$ cat src/rtl/cpu_pkg.sv
// Shared definitions for the EX-stage multiply/divide unit: op encodings,
// FSM state encoding and the divide-by-zero quotient constant.
package cpu_pkg;

  localparam logic [2:0] OP_MULT  = 3'b000;
  localparam logic [2:0] OP_MULTU = 3'b001;
  localparam logic [2:0] OP_DIV   = 3'b010;
  localparam logic [2:0] OP_DIVU  = 3'b011;
  localparam logic [2:0] OP_MTHI  = 3'b100;
  localparam logic [2:0] OP_MTLO  = 3'b101;

  typedef enum logic [1:0] {
    ST_IDLE = 2'b00,
    ST_RUN  = 2'b01,
    ST_FIX  = 2'b10
  } mdState_t;

  // Wide enough for any supported WIDTH; users slice off the low bits.
  localparam int MAX_WIDTH = 64;
  localparam logic [MAX_WIDTH-1:0] DIV0_QUOTIENT = {MAX_WIDTH{1'b1}};

  // Multiply and divide ops occupy the lower half of the op space.
  function automatic logic isArithOp(input logic [2:0] op);
    return (op[2] == 1'b0);
  endfunction

  // MULT and DIV are the signed variants (even encodings of the arith group).
  function automatic logic isSignedOp(input logic [2:0] op);
    return (op[2] == 1'b0) && (op[0] == 1'b0);
  endfunction

endpackage

$ cat src/rtl/md_datapath.sv
// Iterative multiply/divide datapath: shift-add multiply, restoring
// shift-subtract divide, and the final sign correction of the result.
module md_datapath
  import cpu_pkg::*;
#(
  parameter int WIDTH = 32
) (
  input  logic             clk,
  input  logic             rstN,
  input  logic             load,
  input  logic             step,
  input  logic [2:0]       opSel,
  input  logic [WIDTH-1:0] opA,
  input  logic [WIDTH-1:0] opB,
  output logic [WIDTH-1:0] resHi,
  output logic [WIDTH-1:0] resLo
);

  // accR holds the product high half / partial remainder, lowR the
  // multiplier being shifted out / dividend turning into the quotient.
  logic [WIDTH-1:0]   accR, lowR, opndR;
  logic               negAR, negBR, isDivR, divZeroR;

  logic               negAS, negBS;
  logic [WIDTH-1:0]   magAS, magBS;
  logic [WIDTH:0]     sumS, shiftS, diffS;
  logic [WIDTH-1:0]   accNextS, lowNextS;
  logic [2*WIDTH-1:0] prodS, prodFixS;
  logic [WIDTH-1:0]   remFixS, quoFixS;

  // Operand magnitudes and sign flags captured when an operation starts.
  always_comb begin
    negAS = isSignedOp(opSel) & opA[WIDTH-1];
    negBS = isSignedOp(opSel) & opB[WIDTH-1];
    magAS = opA;
    magBS = opB;
    if (negAS) begin
      magAS = -opA;
    end else begin
      magAS = opA;
    end
    if (negBS) begin
      magBS = -opB;
    end else begin
      magBS = opB;
    end
  end

  // One iteration of either algorithm; the divisor/multiplicand sits in opndR.
  always_comb begin
    accNextS = accR;
    lowNextS = lowR;
    sumS     = {1'b0, accR} + {1'b0, opndR};
    shiftS   = {accR, lowR[WIDTH-1]};
    diffS    = shiftS - {1'b0, opndR};
    if (isDivR) begin
      // Top bit of the difference set means the trial subtract went negative.
      if (diffS[WIDTH] == 1'b0) begin
        accNextS = diffS[WIDTH-1:0];
        lowNextS = {lowR[WIDTH-2:0], 1'b1};
      end else begin
        accNextS = shiftS[WIDTH-1:0];
        lowNextS = {lowR[WIDTH-2:0], 1'b0};
      end
    end else begin
      if (lowR[0]) begin
        accNextS = sumS[WIDTH:1];
        lowNextS = {sumS[0], lowR[WIDTH-1:1]};
      end else begin
        accNextS = {1'b0, accR[WIDTH-1:1]};
        lowNextS = {accR[0], lowR[WIDTH-1:1]};
      end
    end
  end

  // Iteration registers: cleared on reset, seeded on load, advanced on step.
  always_ff @(posedge clk or negedge rstN) begin
    if (!rstN) begin
      accR     <= '0;
      lowR     <= '0;
      opndR    <= '0;
      negAR    <= 1'b0;
      negBR    <= 1'b0;
      isDivR   <= 1'b0;
      divZeroR <= 1'b0;
    end else if (load) begin
      accR     <= '0;
      lowR     <= opSel[1] ? magAS : magBS;
      opndR    <= opSel[1] ? magBS : magAS;
      negAR    <= negAS;
      negBR    <= negBS;
      isDivR   <= opSel[1];
      divZeroR <= (opB == '0);
    end else if (step) begin
      accR     <= accNextS;
      lowR     <= lowNextS;
    end
  end

  // Sign fix-up. A zero divisor leaves |OpA| in the remainder, so restoring
  // the dividend sign yields OpA itself; the quotient is forced to all ones.
  always_comb begin
    prodS    = {accR, lowR};
    prodFixS = (negAR ^ negBR) ? -prodS : prodS;
    remFixS  = negAR ? -accR : accR;
    quoFixS  = (negAR ^ negBR) ? -lowR : lowR;
    resHi    = prodFixS[2*WIDTH-1:WIDTH];
    resLo    = prodFixS[WIDTH-1:0];
    if (isDivR) begin
      resHi = remFixS;
      if (divZeroR) begin
        resLo = DIV0_QUOTIENT[WIDTH-1:0];
      end else begin
        resLo = quoFixS;
      end
    end else begin
      resHi = prodFixS[2*WIDTH-1:WIDTH];
      resLo = prodFixS[WIDTH-1:0];
    end
  end

endmodule

$ cat src/rtl/mult_div_unit.sv
// EX-stage multiply/divide unit owning the HI/LO registers. Control FSM,
// iteration counter and HI/LO live here; the arithmetic is in md_datapath.
module mult_div_unit
  import cpu_pkg::*;
#(
  parameter int WIDTH = 32
) (
  input  logic             Clk,
  input  logic             Rst_n,
  input  logic             Start,
  input  logic [2:0]       Op,
  input  logic [WIDTH-1:0] OpA,
  input  logic [WIDTH-1:0] OpB,
  input  logic             Flush,
  output logic             Busy,
  output logic             Done,
  output logic [WIDTH-1:0] Hi,
  output logic [WIDTH-1:0] Lo
);

  localparam int CNT_W = (WIDTH > 1) ? $clog2(WIDTH) : 1;

  mdState_t         stateR, nextStateS;
  logic [CNT_W-1:0] cntR;
  logic             busyR, doneR;
  logic [WIDTH-1:0] hiR, loR;

  logic             dpLoadS, dpStepS, doneNextS;
  logic             hiWrS, loWrS;
  logic [WIDTH-1:0] hiNextS, loNextS;
  logic [WIDTH-1:0] dpHiS, dpLoS;

  md_datapath #(.WIDTH(WIDTH)) uDatapath (
    .clk   (Clk),
    .rstN  (Rst_n),
    .load  (dpLoadS),
    .step  (dpStepS),
    .opSel (Op),
    .opA   (OpA),
    .opB   (OpB),
    .resHi (dpHiS),
    .resLo (dpLoS)
  );

  // State register.
  always_ff @(posedge Clk or negedge Rst_n) begin
    if (!Rst_n) begin
      stateR <= ST_IDLE;
    end else begin
      stateR <= nextStateS;
    end
  end

  // Next state and control; Flush outranks Start and any pending write-back.
  always_comb begin
    nextStateS = stateR;
    dpLoadS    = 1'b0;
    dpStepS    = 1'b0;
    doneNextS  = 1'b0;
    hiWrS      = 1'b0;
    loWrS      = 1'b0;
    hiNextS    = hiR;
    loNextS    = loR;
    case (stateR)
      ST_IDLE: begin
        if (Flush) begin
          nextStateS = ST_IDLE;
        end else if (Start) begin
          if (isArithOp(Op)) begin
            dpLoadS    = 1'b1;
            nextStateS = ST_RUN;
          end else if (Op == OP_MTHI) begin
            hiWrS     = 1'b1;
            hiNextS   = OpA;
            doneNextS = 1'b1;
          end else if (Op == OP_MTLO) begin
            loWrS     = 1'b1;
            loNextS   = OpA;
            doneNextS = 1'b1;
          end else begin
            nextStateS = ST_IDLE;
          end
        end else begin
          nextStateS = ST_IDLE;
        end
      end
      ST_RUN: begin
        if (Flush) begin
          nextStateS = ST_IDLE;
        end else begin
          dpStepS = 1'b1;
          if (cntR == '0) begin
            nextStateS = ST_FIX;
          end else begin
            nextStateS = ST_RUN;
          end
        end
      end
      ST_FIX: begin
        nextStateS = ST_IDLE;
        if (Flush) begin
          doneNextS = 1'b0;
        end else begin
          hiWrS     = 1'b1;
          loWrS     = 1'b1;
          hiNextS   = dpHiS;
          loNextS   = dpLoS;
          doneNextS = 1'b1;
        end
      end
      default: begin
        nextStateS = ST_IDLE;
      end
    endcase
  end

  // Iteration counter: WIDTH-1 down to 0 gives WIDTH iterations in RUN.
  always_ff @(posedge Clk or negedge Rst_n) begin
    if (!Rst_n) begin
      cntR <= '0;
    end else if (dpLoadS) begin
      cntR <= CNT_W'(WIDTH - 1);
    end else if (dpStepS && (cntR != '0)) begin
      cntR <= cntR - CNT_W'(1);
    end
  end

  // Registered Busy/Done and the architectural HI/LO registers.
  always_ff @(posedge Clk or negedge Rst_n) begin
    if (!Rst_n) begin
      busyR <= 1'b0;
      doneR <= 1'b0;
      hiR   <= '0;
      loR   <= '0;
    end else begin
      busyR <= (nextStateS != ST_IDLE);
      doneR <= doneNextS;
      if (hiWrS) begin
        hiR <= hiNextS;
      end
      if (loWrS) begin
        loR <= loNextS;
      end
    end
  end

  assign Busy = busyR;
  assign Done = doneR;
  assign Hi   = hiR;
  assign Lo   = loR;

endmodule

$ cat config.mk
export PLATFORM = sky130hd
export DESIGN_NAME = mult_div_unit
export DESIGN_NICKNAME = d
export VERILOG_FILES = /design/src/rtl/cpu_pkg.sv /design/src/rtl/md_datapath.sv /design/src/rtl/mult_div_unit.sv
export SDC_FILE = /design/constraint.sdc
export NUM_CORES = 1
export LEC_CHECK = 0
export ABC_AREA = 0
export CAP_MARGIN = 20
export CORE_UTILIZATION = 55
export DETAILED_ROUTE_END_ITERATION = 7
export PLACE_DENSITY = 0.75
export SLEW_MARGIN = 5
export SYNTH_ARGS = -nofsm -noshare
export SYNTH_HDL_FRONTEND = slang
export SYNTH_SLANG_ARGS = --single-unit
$ cat constraint.sdc
create_clock -name Clk -period 4.1 [get_ports Clk]
set_input_delay 1.23 -clock Clk [delete_from_list [all_inputs] [get_ports Clk]]
set_output_delay 1.23 -clock Clk [all_outputs]
set_load 0.01 [all_outputs]
# ---- After elaboration in Yosys (flattened, before gate mapping)
# Index checks and enable logic that the tools add are counted.
dict set report totals {
  input_bits 71
  wordCells 114
  output_inout_bits 66
  register_bits 173
}
dict set report op_classes {
  n_bitwise 5
  reduce_logical 12
  n_addsub 8
  n_eq_ne 11
  mux 65
}
# operator n
set ops {}
lappend ops {{$mux 32} 29}
lappend ops {{$neg 32->32} 4}
lappend ops {{$pmux 32 s2} 2}
lappend ops {{$mux 64} 1}
lappend ops {{$neg 64->64} 1}
lappend ops {{$add 32x32->33} 1}
lappend ops {{$sub 33x32->33} 1}
lappend ops {{$logic_not 32->1} 1}
lappend ops {{$mux 1} 20}
lappend ops {{$mux 2} 7}
lappend ops {{$ne 2x2->1 const B} 7}
lappend ops {{$mux 5} 2}
lappend ops {{$reduce_and 8->1} 1}
lappend ops {{$reduce_bool 2->1} 4}
lappend ops {{$reduce_and 7->1} 1}
lappend ops {{$eq 3x3->1 const B} 2}
lappend ops {{$pmux 1 s2} 3}
lappend ops {{$logic_not 5->1} 1}
lappend ops {{$reduce_bool 5->1} 1}
lappend ops {{$sub 5x1->5 const B} 1}
lappend ops {{$pmux 2 s2} 1}
lappend ops {{$and 1x1->1} 2}
lappend ops {{$eq 2x1->1 const B} 1}
lappend ops {{$eq 2x2->1 const B} 1}
lappend ops {{4 further kinds} 6}

# ---- Logic depth before layout (Yosys ltp)
# Gate-level depths: netlist of the first run.
dict set report depth {
  ltp_word 8
  depth_mapped 15
  depth_no_buf 12
}

# ---- Hierarchy
# From an unflattened synthesis of the first run, not the netlist that was laid out.
dict set report unflattened {
  hier_cells 2178
  area_unflattened_um2 16873.7
}
# module seq_area_each_um2 instances area_each_um2 cells_per_inst
set by_module_without_submodules {}
lappend by_module_without_submodules {md_datapath 2502.4 1 12683.4 1757}
lappend by_module_without_submodules {mult_div_unit 1826.8 1 4190.3 421}

# ---- Worst setup path before layout of the first run
# Ideal clock, no wire load.
dict set report synth_timing {
  path_type {input-to-reg}
  from {in OpA[12]}
  to {reg uDatapath.opndR[29]}
  setup_time_ns 0.125
  t_arrival_ns 3.555
  cell_stages 8
  path_buffers 0
  required_time_ns 3.975
  setup_slack_ns 0.421
  path_cell_list {or4_1 > or4_1 > nor4_2 > nand2_1 > o41ai_1 > xor2_1 > o21ai_0 > mux2_2}
}
dict set report synth_between {
  elab_chain_cells 3
}
# item line_no
set synth_lines {}
lappend synth_lines {{start, declared} mult_div_unit.sv:12} ;# input logic [WIDTH-1:0] OpA,
lappend synth_lines {{$neg 32->32} md_datapath.sv:38} ;# magAS = -opA;
lappend synth_lines {{$mux 32} md_datapath.sv:37} ;# if (negAS) begin
lappend synth_lines {{$mux 32} md_datapath.sv:89} ;# opndR <= opSel[1] ? magBS : magAS;
lappend synth_lines {{end signal, assigned} md_datapath.sv:89}
lappend synth_lines {{end, declared} md_datapath.sv:21} ;# logic [WIDTH-1:0] accR, lowR, opndR;
# Every way passes these cells.
# A chain may end at the register's enable or synchronous reset.

# ---- Worst setup path in the final report of the first run
dict set report layout_timing {
  from {in OpA[12]}
  to {reg uDatapath.lowR[26]}
}
dict set report layout_between {
  elab_chain_cells 4
}
# item line_no
set layout_lines {}
lappend layout_lines {{$neg 32->32} md_datapath.sv:38}
lappend layout_lines {{$mux 32} md_datapath.sv:37}
lappend layout_lines {{$mux 32} md_datapath.sv:88} ;# lowR <= opSel[1] ? magAS : magBS;
lappend layout_lines {{$mux 32} md_datapath.sv:86} ;# end else if (load) begin
lappend layout_lines {{end signal, assigned} md_datapath.sv:88}
lappend layout_lines {{end signal, assigned} md_datapath.sv:96} ;# lowR <= lowNextS;
lappend layout_lines {{end, declared} md_datapath.sv:21}
# Every way passes these cells.

==> results of run 1 <==
## metrics by stage
stage                     hold WS, ns  setup WS [ns]  cells  instance area (um2)  power, mW
after detailed placement        0.452         -0.211   2492                17700       10.4
final                           0.472         0.0957   2525                18300       12.5
after global placement          0.443         -0.190   2492                17700       10.3
after global routing            0.497         0.0460   2524                18300       13.3
after CTS                       0.471         0.0171   2523                18300       12.3
after floorplan                 0.427          0.421   1986                15300       7.78
## metal layers
metal	global-route usage	up-vias	share of wire
met4	0.208	0	0.050
met3	0.0952	163	0.11
met1	0.565	7858	0.41
met2	0.633	1020	0.43
li1	-	7505	-
met5	0	-	0
## worst reg2reg max path, delay by kind of cell, from the launching register on
family          cells  cell delay [ns]
fa+ha+maj           2             0.62
compound gates      6             1.65
simple gates        3             0.62
buf+inv             2             0.41
flops               1             0.40
## area by class of cell
cell class / instances / area, um2
flip-flops and latches: 173 / 4330
clock inverters: 13 / 204
inverters: 65 / 244
repair buffers: 274 / 2430
multi-input cells: 1609 / 10200
well taps: 372 / 465
diodes: 1 / 2.50
clock buffers: 18 / 429
fillers: 2316 / 8780
## final timing paths
kind | startpoint | endpoint | slack [ns] | cells after the start
setup reg to reg | uDatapath.opndR[0] | uDatapath.lowR[0] | 0.29 | 13
hold reg to reg | cntR[4] | stateR[1] | 0.47 | 1
setup / recovery | OpA[12] | uDatapath.lowR[26] | 0.1 | 10
hold / removal | cntR[4] | stateR[1] | 0.47 | 1
max in group asynchronous | Rst_n | uDatapath.isDivR | 2.29 | 2
min in group asynchronous | Rst_n | Lo[16] | 0.75 | 1
## cell families after synthesis
family,count (synthesis)
AO/OA/AOI/OAI,667
AND/OR/NAND/NOR,625
buffers and inverters,204
XOR/XNOR,174
flip-flops,173
multiplexers,72
adder cells (fa/ha/maj),71
## state kept, by name, indices dropped and copies added, names as in the netlist
register and count:
Busy 1, Done 1, Hi 32, Lo 32, cntR 5, stateR 2
uDatapath.accR 32, uDatapath.divZeroR 1, uDatapath.isDivR 1, uDatapath.lowR 32, uDatapath.negAR 1, uDatapath.negBR 1
uDatapath.opndR 32
## power breakdown
part	total, mW	leakage, nW	switching [mW]	internal (mW)
registers	2.88	2.16	0.691	2.19
logic	7.76	5.41	4.55	3.22
clock network	1.85	0.310	0.810	1.04
## layout by cell type (no fill, tap or decap), types with 69 or more instances in the layout
master	Yosys	layout
a21oi_1	145	145
clkdlybuf4s50_1	0	134
buf_4	0	136
nor2_1	150	150
dfrtp_1	173	172
xnor2_1	87	87
ha_1	69	69
o21ai_0	221	220
nand2_1	240	240
xor2_1	87	87
==> flow_summary.toml, run 1 <==
[critical_path]
critPathMaxStageDelay_ns = 0.57
start_kind = "input port"
cp_cell_sequence = "clkdlybuf4s50_1, or4_1, or4_1, nor3_1, nand2_1, o41ai_1, xor2_1, nand2_1, o21ai_0, o221ai_1"
crit_buf_inv = 1
worstSetupPathType = "input port to flip-flop"
worstSetupEndpointType = "flip-flop"
cpLargestDelayFamily = "simple AND/OR/NAND/NOR gates"
worstPathArrival_ns = 4.27
critPathMaxFanout = 4
worst_path_max_delay_cell = "or4_1"
worstPathRequired_ns = 4.37

[timing]
maxSlewViolCount = 0
finalHoldViolations = 0
rsz0062_at_grt = "false"
min_period_ns = 4.00
tns_ns = 0
finClkSkew_ns = 0.0191
slew_headroom = 0.288
finalCritPeriodShare = 0.977
finalSetupViolCount = 0
fmax_mhz = 250
worstMarginPinSlew_ns = 1.07

[synth]
synth-seq-cells = 173
yosys.area_share.simple = 0.190
synth-main-ff-cell = "dfrtp_1"
async_flop_share = 1.00
yosys.area_share.adder = 0.0591
synth_edf_count = 0
syn_avg_cell_area_um2 = 7.69
yosysWarnings = 0
synth_area_leaders = "dfrtp_1, o21ai_0, nand2_1, ha_1, xnor2_1"
synth_commonest_cells = "nand2_1, o21ai_0, dfrtp_1, nor2_1, a21oi_1"
synth-xor-area-share = 0.0998
synth_mux_area_frac = 0.0484
synth_top_area_share = 0.283
synth-compound-area-share = 0.269
synth_fp_nets = 2128
yosysMostFrequentCell = "nand2_1"
syn-instance-count = 1986
synthesis.area_mm2 = 0.0153
ys_seq_area_frac = 0.283
synth_top_family_by_area = "compound AO/OA/AOI/OAI gates"
yosysTopAreaCell = "dfrtp_1"
synthDistinctLibCells = 73

[cts]
clkTransAtPathRegs_ns = 0.08
cts_tree = "done"
cts_root_buf = "clkbuf_16"
postCtsSetupBuffers = 0
clock_sinks = 173
htree_levels = 4
cts_buffers = 17
hold_buffers = 0
cts.path.max_buffers = 2
post_cts_resized = 0
clk_latency_ns = 0.44

[routing]
drtPass1Iterations = 8
ant_nets = 0
drc_errors = 2
vias_per_cell = 6.55
vias = 16546
drtIter0Drc = 1946
wl_per_cell_um = 23.5
wl_um = 59200

[grt]
grt_usage = 0.419
antenna_found_initial = 0
grt_pass1_vias = 15620
grt_max_degree = 122
grt_overflow = 0
grt_pass1_wl_um = 90800

[floorplan]
die_w_um = 169
initial_core_util = 0.564
row_count = 60
die_y_um = 169
dieArea_mm2 = 0.0284
coreArea_mm2 = 0.0271
ios = 137

[status]
violations = "design-rule violations"
status = "finished with violations"

[run]
maxCapViolCount = 0

[placed_design]
hpwl_um = 45100
io_buffers = 136
gp_congestion = 0.999

[layout]
syn_to_final_growth_pct = 19.9
nets = 2282
drive_gt1_frac = 0.0971
postLayoutCoreUtil = 0.676

[worst_hold_path]
hold_class = "flip-flop to flip-flop"

[power_and_ir_drop]
power.density_mw_per_mm2 = 682
power.leakage_nw = 7.88
peakVddDrop_uv = 567
No activity file was read; power rests on OpenSTA's default activity.
==> run 2, diff against run 1 <==
--- a/config.mk
+++ b/config.mk
@@ -9,6 +9,7 @@
 export CAP_MARGIN = 20
 export CORE_UTILIZATION = 55
 export DETAILED_ROUTE_END_ITERATION = 7
+export MAX_ROUTING_LAYER = met4
 export PLACE_DENSITY = 0.75
 export SLEW_MARGIN = 5
 export SYNTH_ARGS = -nofsm -noshare
==> run 2 against run 1 <==
  * The flow now finishes without violations
  * Via count grew 0.62%
  * Clock power fell by 8%
  * Clock skew grew 0.0024 ns
  * Design area is essentially flat
  * Die area unchanged
  * Critical path depth rose by 4
  * Routed wire length grew 2.1%
  * Highest routed layer unchanged
  * Sequential share of layout area barely moved
  * Sequential cell count unchanged
==> flow_summary.toml, run 2 (same netlist as run 1, synthesis figures left out) <==
[status]
status = "finished clean"

[routing]
drtIter0Drc = 2208
wl_per_cell_um = 23.9
ant_nets = 0
wl_um = 60500
vias = 16649
drc_errors = 0
vias_per_cell = 6.58
drtPass1Iterations = 7

[cts]
cts_root_buf = "clkbuf_16"
clock_sinks = 173
htree_levels = 4
clkTransAtPathRegs_ns = 0.08
cts.path.max_buffers = 2
cts_buffers = 17
clk_latency_ns = 0.45
cts_tree = "done"

[critical_path]
crit_buf_inv = 3
start_kind = "flip-flop"
worstPathRequired_ns = 4.40
critPathMaxStageDelay_ns = 0.40
worstPathArrival_ns = 4.23
worstRegToRegCells = 14
critPathMaxFanout = 11
worstSetupPathType = "flip-flop to flip-flop"
cpLargestDelayFamily = "compound AO/OA/AOI/OAI gates"
path_depth = 14
cp_cell_sequence = "ha_1, fa_1, nand2b_1, a21oi_1, o211a_1, o2111ai_1, a311oi_1, buf_4, nor3_1, buf_4, nor2_1, buf_4, mux2i_1, a31oi_1"
r2r_slack_ns = 0.17
critPathCapture = "uDatapath.accR[26]"
worst_path_max_delay_cell = "a311oi_1"
crit_path_start = "uDatapath.opndR[0]"
reg2reg_to = "uDatapath.accR[26]"
worstSetupEndpointType = "flip-flop"
regToRegStartpoint = "uDatapath.opndR[0]"
crit_top_cell = "buf_4"

[layout]
syn_to_final_growth_pct = 19.8
nets = 2287
layout_commonest_cell = "nand2_1"
drive_gt1_frac = 0.0992
layout_common_cells = "nand2_1, o21ai_0, dfrtp_1, nor2_1, a21oi_1"
diodes = 0
postLayoutCoreUtil = 0.675

[timing]
min_period_ns = 3.93
finalCritPeriodShare = 0.957
maxSlewViolCount = 0
finalHoldViolations = 0
finClkSkew_ns = 0.0214
fmax_mhz = 255
worstMarginPinSlew_ns = 1.10
slew_headroom = 0.261
finalSetupViolCount = 0

[placed_design]
hpwl_um = 46100
gp_congestion = 1.00
io_buffers = 136

[grt]
grt_usage = 0.441
antenna_found_initial = 0
grt_max_degree = 122
grt_pass1_vias = 15770
grt_pass1_wl_um = 92600
grt_overflow = 0

[worst_hold_path]
hold_class = "flip-flop to flip-flop"

[floorplan]
coreArea_mm2 = 0.0271
row_count = 60
die_y_um = 169
initial_core_util = 0.564
die_w_um = 169
ios = 137
dieArea_mm2 = 0.0284

[run]
maxCapViolCount = 0

[power_and_ir_drop]
power.density_mw_per_mm2 = 682
power.leakage_nw = 7.87
peakVddDrop_uv = 565
power.total_mw = 12.5
-- run 2: cell count changes in the layout (fill, tap and decap cells not counted), sizes merged --
cell      change
buf           +5
bufinv        -3
clkbuf        +1
clkinv        +1
clkinvlp      +2
diode         -1
-- run 2: routing by layer --
metal / vias to the layer above / wire [um] / global-route usage
met5: - / 0 / -
met4: 0 / 2910 / 0.203
met3: 176 / 6880 / 0.103
met2: 1054 / 26200 / 0.657
met1: 7879 / 24500 / 0.569
li1: 7540 / - / -
-- run 2: metrics by stage --
| stage | hold WS, ns | cells | setup slack (ns) | TNS, ns | cell area [um2] |
|---|---|---|---|---|---|
| after global routing | 0.486 | 2530 | -0.0903 | -0.297 | 18300 |
| after floorplan | 0.427 | 1986 | 0.421 | 0 | 15300 |
| after global placement | 0.439 | 2498 | -0.246 | -2.02 | 17700 |
| final | 0.456 | 2530 | 0.174 | 0 | 18300 |
| after detailed placement | 0.444 | 2498 | -0.187 | -1.74 | 17700 |
| after CTS | 0.459 | 2530 | 0.230 | 0 | 18300 |
-- run 2: area by class of cell --
cell class                 instances  area (um2)
clock buffer                      19         443
clock inverter                    13         150
fill                            2338        8790
inverter                          65         244
multi-input combinational       1609       10200
sequential                       173        4330
tap                              372         465
timing repair buffer             279        2470
-- run 2: repair_timing --
action                     in CTS  in global routing
hold buffers                    0                  0
gates resized for setup         0                  1
setup endpoints to repair       0                  1
setup buffers                   0                  0
-- run 2: power breakdown --
| group | leakage, nW | switching, mW | total (mW) | internal [mW] |
|---|---|---|---|---|
| registers | 2.16 | 0.650 | 2.84 | 2.19 |
| clock network | 0.283 | 0.827 | 1.71 | 0.882 |
| logic | 5.43 | 4.67 | 7.93 | 3.26 |
-- run 2: worst min-delay path by stage --
stage | start | endpoint | slack, ns | cells after the start
after floorplan | cntR[4] | stateR[1] | 0.43 | 1
after global placement | cntR[4] | stateR[1] | 0.44 | 1
after detailed placement | cntR[4] | stateR[1] | 0.44 | 1
after CTS | cntR[4] | stateR[1] | 0.46 | 1
after global routing | cntR[4] | stateR[1] | 0.49 | 1
final | cntR[4] | stateR[1] | 0.46 | 1
